[src/rtl/recfn_to_fn_iter_if.sv]
// Handshake bundle for recfn_to_fn_iter: go/in_ request side, out/done result side.
// master = requester (drives go, in_), slave = converter.
interface recfn_to_fn_iter_if #(
  parameter int inputWidth  = 33,
  parameter int outputWidth = 32
);
  logic                   go;
  logic [inputWidth-1:0]  in_;
  logic [outputWidth-1:0] out;
  logic                   done;

  modport master (output go, in_, input out, done);
  modport slave  (input go, in_, output out, done);
endinterface

[src/rtl/recfn_to_fn_iter.sv]
// recFN -> IEEE fN converter; subnormals are denormalised one bit per cycle.
// Optional macro RECFN_TO_FN_CANON_NAN_EN: emit the canonical quiet NaN for every NaN input.
module recfn_to_fn_iter #(
  parameter int expWidth    = 8,
  parameter int sigWidth    = 24,
  parameter int inputWidth  = 33,
  parameter int outputWidth = 32
) (
  input  logic clk,
  input  logic reset,
  recfn_to_fn_iter_if.slave io
);

  typedef enum logic [1:0] {IDLE, SHIFT, DONE} state_t;

  localparam int EW1   = expWidth + 1;
  localparam int FW    = sigWidth - 1;
  localparam int CNT_W = $clog2(sigWidth);

  localparam logic [EW1-1:0]      MIN_NORM_EXP = EW1'((1 << (expWidth - 1)) + 2);
  localparam logic [CNT_W-1:0]    MIN_NORM_LO  = CNT_W'((1 << (expWidth - 1)) + 2);
  localparam logic [expWidth-1:0] BIAS_ADJ     = expWidth'((1 << (expWidth - 1)) + 1);

  // Operand fields
  logic [inputWidth-1:0] in_w;
  logic                  in_sign;
  logic [EW1-1:0]        in_exp;
  logic [FW-1:0]         in_fract;
  logic [2:0]            in_cls;

  assign in_w     = io.in_;
  assign in_sign  = in_w[inputWidth-1];
  assign in_exp   = in_w[inputWidth-2:FW];
  assign in_fract = in_w[FW-1:0];
  assign in_cls   = in_exp[expWidth -: 3];

  state_t                 state_q, state_d;
  logic                   sign_q, sign_d;
  logic [expWidth-1:0]    exp_q, exp_d;
  logic [sigWidth-1:0]    sh_q, sh_d;
  logic [CNT_W-1:0]       cnt_q, cnt_d;
  logic [outputWidth-1:0] out_q, out_d;
  logic                   done_q, done_d;

  // NOTE: every signal gets a default before the case so no path leaves it
  // unassigned; otherwise synthesis would infer a latch.
  always_comb begin
    state_d = state_q;
    sign_d  = sign_q;
    exp_d   = exp_q;
    sh_d    = sh_q;
    cnt_d   = cnt_q;
    out_d   = out_q;
    done_d  = 1'b0;

    unique case (state_q)
      IDLE: begin
        if (io.go) begin
          sign_d  = in_sign;
          state_d = DONE;
          unique case (in_cls)
            3'b000: begin
              exp_d = '0;
              sh_d  = '0;
            end
            3'b110: begin
              exp_d = '1;
              sh_d  = '0;
            end
            3'b111: begin
              exp_d = '1;
`ifdef RECFN_TO_FN_CANON_NAN_EN
              sign_d         = 1'b0;
              sh_d           = '0;
              sh_d[FW-1]     = 1'b1;
`else
              sh_d  = {1'b0, in_fract};
`endif
            end
            default: begin
              if (in_exp < MIN_NORM_EXP) begin
                // Hidden bit made explicit; distance fits the counter by construction.
                exp_d   = '0;
                sh_d    = {1'b1, in_fract};
                cnt_d   = MIN_NORM_LO - in_exp[CNT_W-1:0];
                state_d = SHIFT;
              end else begin
                exp_d = in_exp[expWidth-1:0] - BIAS_ADJ;
                sh_d  = {1'b0, in_fract};
              end
            end
          endcase
        end
      end
      SHIFT: begin
        sh_d  = sh_q >> 1;
        cnt_d = cnt_q - 1'b1;
        if (cnt_q == CNT_W'(1)) state_d = DONE;
      end
      DONE: begin
        out_d   = {sign_q, exp_q, sh_q[FW-1:0]};
        done_d  = 1'b1;
        state_d = IDLE;
      end
      default: state_d = IDLE;
    endcase
  end

  // NOTE: state registers use non-blocking assignments so every flop samples
  // pre-edge values, independent of statement order.
  always_ff @(posedge clk) begin
    if (reset) begin
      state_q <= IDLE;
      sign_q  <= 1'b0;
      exp_q   <= '0;
      sh_q    <= '0;
      cnt_q   <= '0;
      out_q   <= '0;
      done_q  <= 1'b0;
    end else begin
      state_q <= state_d;
      sign_q  <= sign_d;
      exp_q   <= exp_d;
      sh_q    <= sh_d;
      cnt_q   <= cnt_d;
      out_q   <= out_d;
      done_q  <= done_d;
    end
  end

  assign io.out  = out_q;
  assign io.done = done_q;

endmodule

[src/flat_wrapper.sv]
// flat-port wrapper written by rule: the top's interface ports become plain ports
module recfn_to_fn_iter_flat 
#(
  parameter int expWidth    = 8,
  parameter int sigWidth    = 24,
  parameter int inputWidth  = 33,
  parameter int outputWidth = 32
)
  (clk, reset, io_go, io_in_, io_out, io_done);
  recfn_to_fn_iter_if #(.inputWidth(inputWidth), .outputWidth(outputWidth)) io_i ();
  input  logic clk;
  input  logic reset;
  input wire logic [$bits(io_i.go)-1:0] io_go;
  input wire logic [$bits(io_i.in_)-1:0] io_in_;
  output wire logic [$bits(io_i.out)-1:0] io_out;
  output wire logic [$bits(io_i.done)-1:0] io_done;
  assign io_i.go = io_go;
  assign io_i.in_ = io_in_;
  assign io_out = io_i.out;
  assign io_done = io_i.done;
  recfn_to_fn_iter #(.expWidth(expWidth), .sigWidth(sigWidth), .inputWidth(inputWidth), .outputWidth(outputWidth)) u_core (.clk(clk), .reset(reset), .io(io_i));
endmodule
[config.mk]
export PLATFORM = sky130hd
export DESIGN_NAME = recfn_to_fn_iter_flat
export DESIGN_NICKNAME = d
export VERILOG_FILES = /design/src/rtl/recfn_to_fn_iter_if.sv /design/src/rtl/recfn_to_fn_iter.sv /design/src/flat_wrapper.sv
export SDC_FILE = /design/constraint.sdc
export NUM_CORES = 1
export LEC_CHECK = 0
export ABC_AREA = 1
export ABC_CLOCK_PERIOD_IN_PS = 1700
export BUFFER_PORTS_ARGS = -buffer_cell sky130_fd_sc_hd__buf_2
export CORE_AREA = 2 2 151 79
export DETAILED_ROUTE_END_ITERATION = 8
export DIE_AREA = 0 0 153 81
export GPL_TIMING_DRIVEN = 0
export PLACE_DENSITY = 0.59
export SLEW_MARGIN = 20
export SYNTH_ARGS = -nofsm -noshare
export SYNTH_HDL_FRONTEND = slang
export SYNTH_SLANG_ARGS = --single-unit
[constraint.sdc]
create_clock -name clk -period 1.7 [get_ports clk]
set_input_delay 0.34 -clock clk [delete_from_list [all_inputs] [get_ports clk]]
set_output_delay 0.34 -clock clk [all_outputs]
set_load 0.005 [all_outputs]
==> impl_metrics.tcl <==
set metrics [dict create \
    status "completed" \
    reg2reg_depth 6 \
    cts_tree "yes" \
    antenna_cells 0 \
    synth-adder-area-share_pct 1.54 \
    fmax_ghz 0.691 \
    fin_setup_tns_ps 0 \
    first_pass_iters 5 \
    start_util_pct 28.7 \
    hold_viol 0 \
    clk_latency_ps 340 \
    endpoint_kind "flip-flop" \
    num_rows 28 \
    io_buffers 68 \
    post-route-min-period_ps 1450 \
    cts-root-buf "clkbuf_16" \
    rsz0062_at_grt "no" \
    gp_congestion 0.820 \
    yosysTopAreaCellShare_pct 45.0 \
    drc 0 \
    synth_top_cell_by_area "dfxtp_1" \
    yosys.area_share.simple_pct 23.2 \
    drive_gt1_share_pct 23.2 \
    synth.mux.area_fraction_pct 0 \
    p_clk_share_pct 41.7 \
    drv_cap 0 \
    seq_area_frac_synth_pct 45.0 \
    crit_required_ps 1930 \
    io_pins 69 \
    syn_inst 438 \
    hp-start "reset" \
    cp_max_fo 10 \
    synth_xor_area_share_pct 1.35 \
    leakagePower_nw 1.95 \
    critPathLaunchType "flip-flop" \
    holdWs_ps 236 \
    core_area_mm2 0.0113 \
    drtAntennaViolNets 0 \
    syn_to_final_growth_pct 25.6 \
    clock_path_buffers 2 \
    yosys-top-cells-area "dfxtp_1 45%, nor2_1 9.9%, a21oi_1 9.9%" \
    die_height_um 81 \
    cts.sinks 73 \
    ys_warn_count 0 \
    power.switching_mw 1.31 \
    crit_type "flip-flop to flip-flop" \
    initialDrtViolationCount 189 \
    path_clk_slew_ps 60 \
    final_common_cell "nor2_1" \
    drv_slew 0 \
    rr_endpoint "u_core.io.out[3]$_SDFFE_PP0P_" \
    tightest_slew_ps 496 \
    grt_pass1_wl_um 14900 \
    cts_setup_buffers 0 \
    power_density_mw_per_mm2 1130 \
    routed_via_density 4.75 \
    wl_um 9420 \
    p_seq_share_pct 42.8 \
    ir_drop_mv 0.573 \
    arrival_ps 1670 \
    cts.repair.resized 0 \
    slew_headroom_pct 66.8 \
    die_width_um 153 \
    internal-power_mw 3.31 \
    synth_seq_cells 73 \
    antenna_found_initial 0 \
    grt.total_usage_pct 15.4 \
    reg2reg_from "u_core.state_q[1]$_SDFFE_PP0P_" \
    combPwrFrac_pct 15.5 \
    utilization_pct 36.1 \
    switching_share_pct 28.4 \
    post-route-period-util_pct 85.2 \
    whs_path_depth 2 \
    numCtsBuffers 9 \
    ctsHtreeMaxLevel 3 \
    grt_pass1_vias 2895 \
    reg2reg_slack_ps 250 \
    synth-compound-area-share_pct 21.3 \
    setup_viol 0 \
    post-dp-hpwl_um 7170 \
    syn_nets 478 \
    avgRoutedWirePerCell_um 14.0 \
    synthDistinctLibCells 23 \
    hold_class "input port to flip-flop" \
    fin_nets 557 \
    synth_area_mm2 0.00325 \
    grt_overflow 0 \
    cts_hold_buf 0 \
    grt_start_max_net_pins 15 \
    synth_top_family_by_area "simple AND/OR/NAND/NOR gates" \
    die-area_mm2 0.0124 \
    fin_skew_ps 5.27 \
    vias 3192 \
    final_cell_mix "86 x nor2_1, 78 x buf_2, 73 x dfxtp_1, 64 x a21oi_1, 60 x o21ai_0" \
    whs_endpoint "u_core.sh_q[23]$_SDFFE_PP0P_" \
    syn_avg_cell_area_um2 7.42 \
]
==> worst max path at each step <==
stage / cells after the start / endpoint / slack (ps) / start
after global routing: 6 / u_core.io.out[10]$_SDFFE_PP0P_ / 90 / u_core.state_q[1]$_SDFFE_PP0P_
final: 6 / u_core.io.out[3]$_SDFFE_PP0P_ / 250 / u_core.state_q[1]$_SDFFE_PP0P_
after detailed placement: 9 / u_core.exp_q[6]$_SDFFE_PP0P_ / 120 / io_in_[23]
after floorplan: 8 / u_core.cnt_q[2]$_SDFFE_PP0P_ / 450 / u_core.cnt_q[0]$_SDFFE_PP0P_
after global placement: 9 / u_core.exp_q[6]$_SDFFE_PP0P_ / 170 / io_in_[23]
after CTS: 6 / u_core.io.out[24]$_SDFFE_PP0P_ / 260 / u_core.state_q[1]$_SDFFE_PP0P_
==> flip-flops by register name, summed over array words and instances, names as in the netlist <==
name / flops
u_core.cnt_q: 5
u_core.exp_q: 8
u_core.io.done: 1
u_core.io.out: 32
u_core.sh_q: 24
u_core.sign_q: 1
u_core.state_q: 2
==> metal layers <==
layer	wire length [um]	GRT usage, %	share of wire (%)	up-vias
li1	-	-	-	1620
met1	5120	22.5	54	1481
met2	3580	21.0	38	84
met3	655	5.71	7.0	7
met4	67	3.70	0.71	0
met5	0	0	0	-
==> cell type report <==
class | count | area (um2)
fill | 1192 | 7230
multi-input combinational | 315 | 1540
sequential | 73 | 1460
timing repair buffer | 68 | 340
clock buffer | 9 | 225
tap | 150 | 188
buffer | 27 | 163
inverter | 23 | 86.3
clock inverter | 7 | 78.8
==> worst max-delay path, cell delays in order (launching register included) <==
cell and delay (ps):
dfxtp_1 390, inv_2 80, nor2_2 230, inv_1 210
buf_2 240, nor2_1 130, nor2_1 60
==> cells in the mapped netlist, drive strengths merged <==
| cell | instances |
|---|---|
| nor2 | 90 |
| dfxtp | 73 |
| o21ai | 71 |
| a21oi | 65 |
| nand3 | 40 |
| nand2 | 39 |
| inv | 23 |
| buf | 20 |
| clkbuf | 7 |
| xor2 | 5 |
| ha | 4 |
| or2 | 1 |
==> power by group through the flow <==
stage	combinational (mW)	clock (mW)	sequential (mW)
2_1_floorplan	0.455	0	2.00
3_3_place_gp	0.698	0	2.01
3_5_place_dp	0.711	0	2.01
4_1_cts	0.717	1.97	1.98
5_1_grt	0.815	2.04	1.99
6_report	0.715	1.93	1.98
==> logic make-up after synthesis <==
logic type      Yosys count
flops                    73
compound gates          136
fa+ha+maj                 4
simple gates            170
xor+xnor                  5
buf+inv                  50
==> stage by stage <==
stage          worst slack (ps)  area (um2)  std cells  total power [mW]
6_report                    252        4080        672              4.62
5_1_grt                    93.4        4080        672              4.85
4_1_cts                     258        4080        672              4.66
3_5_place_dp                121        3780        656              2.72
3_3_place_gp                170        3780        656              2.71
2_1_floorplan               448        3250        438              2.45
(Power assumes the default switching activity.)
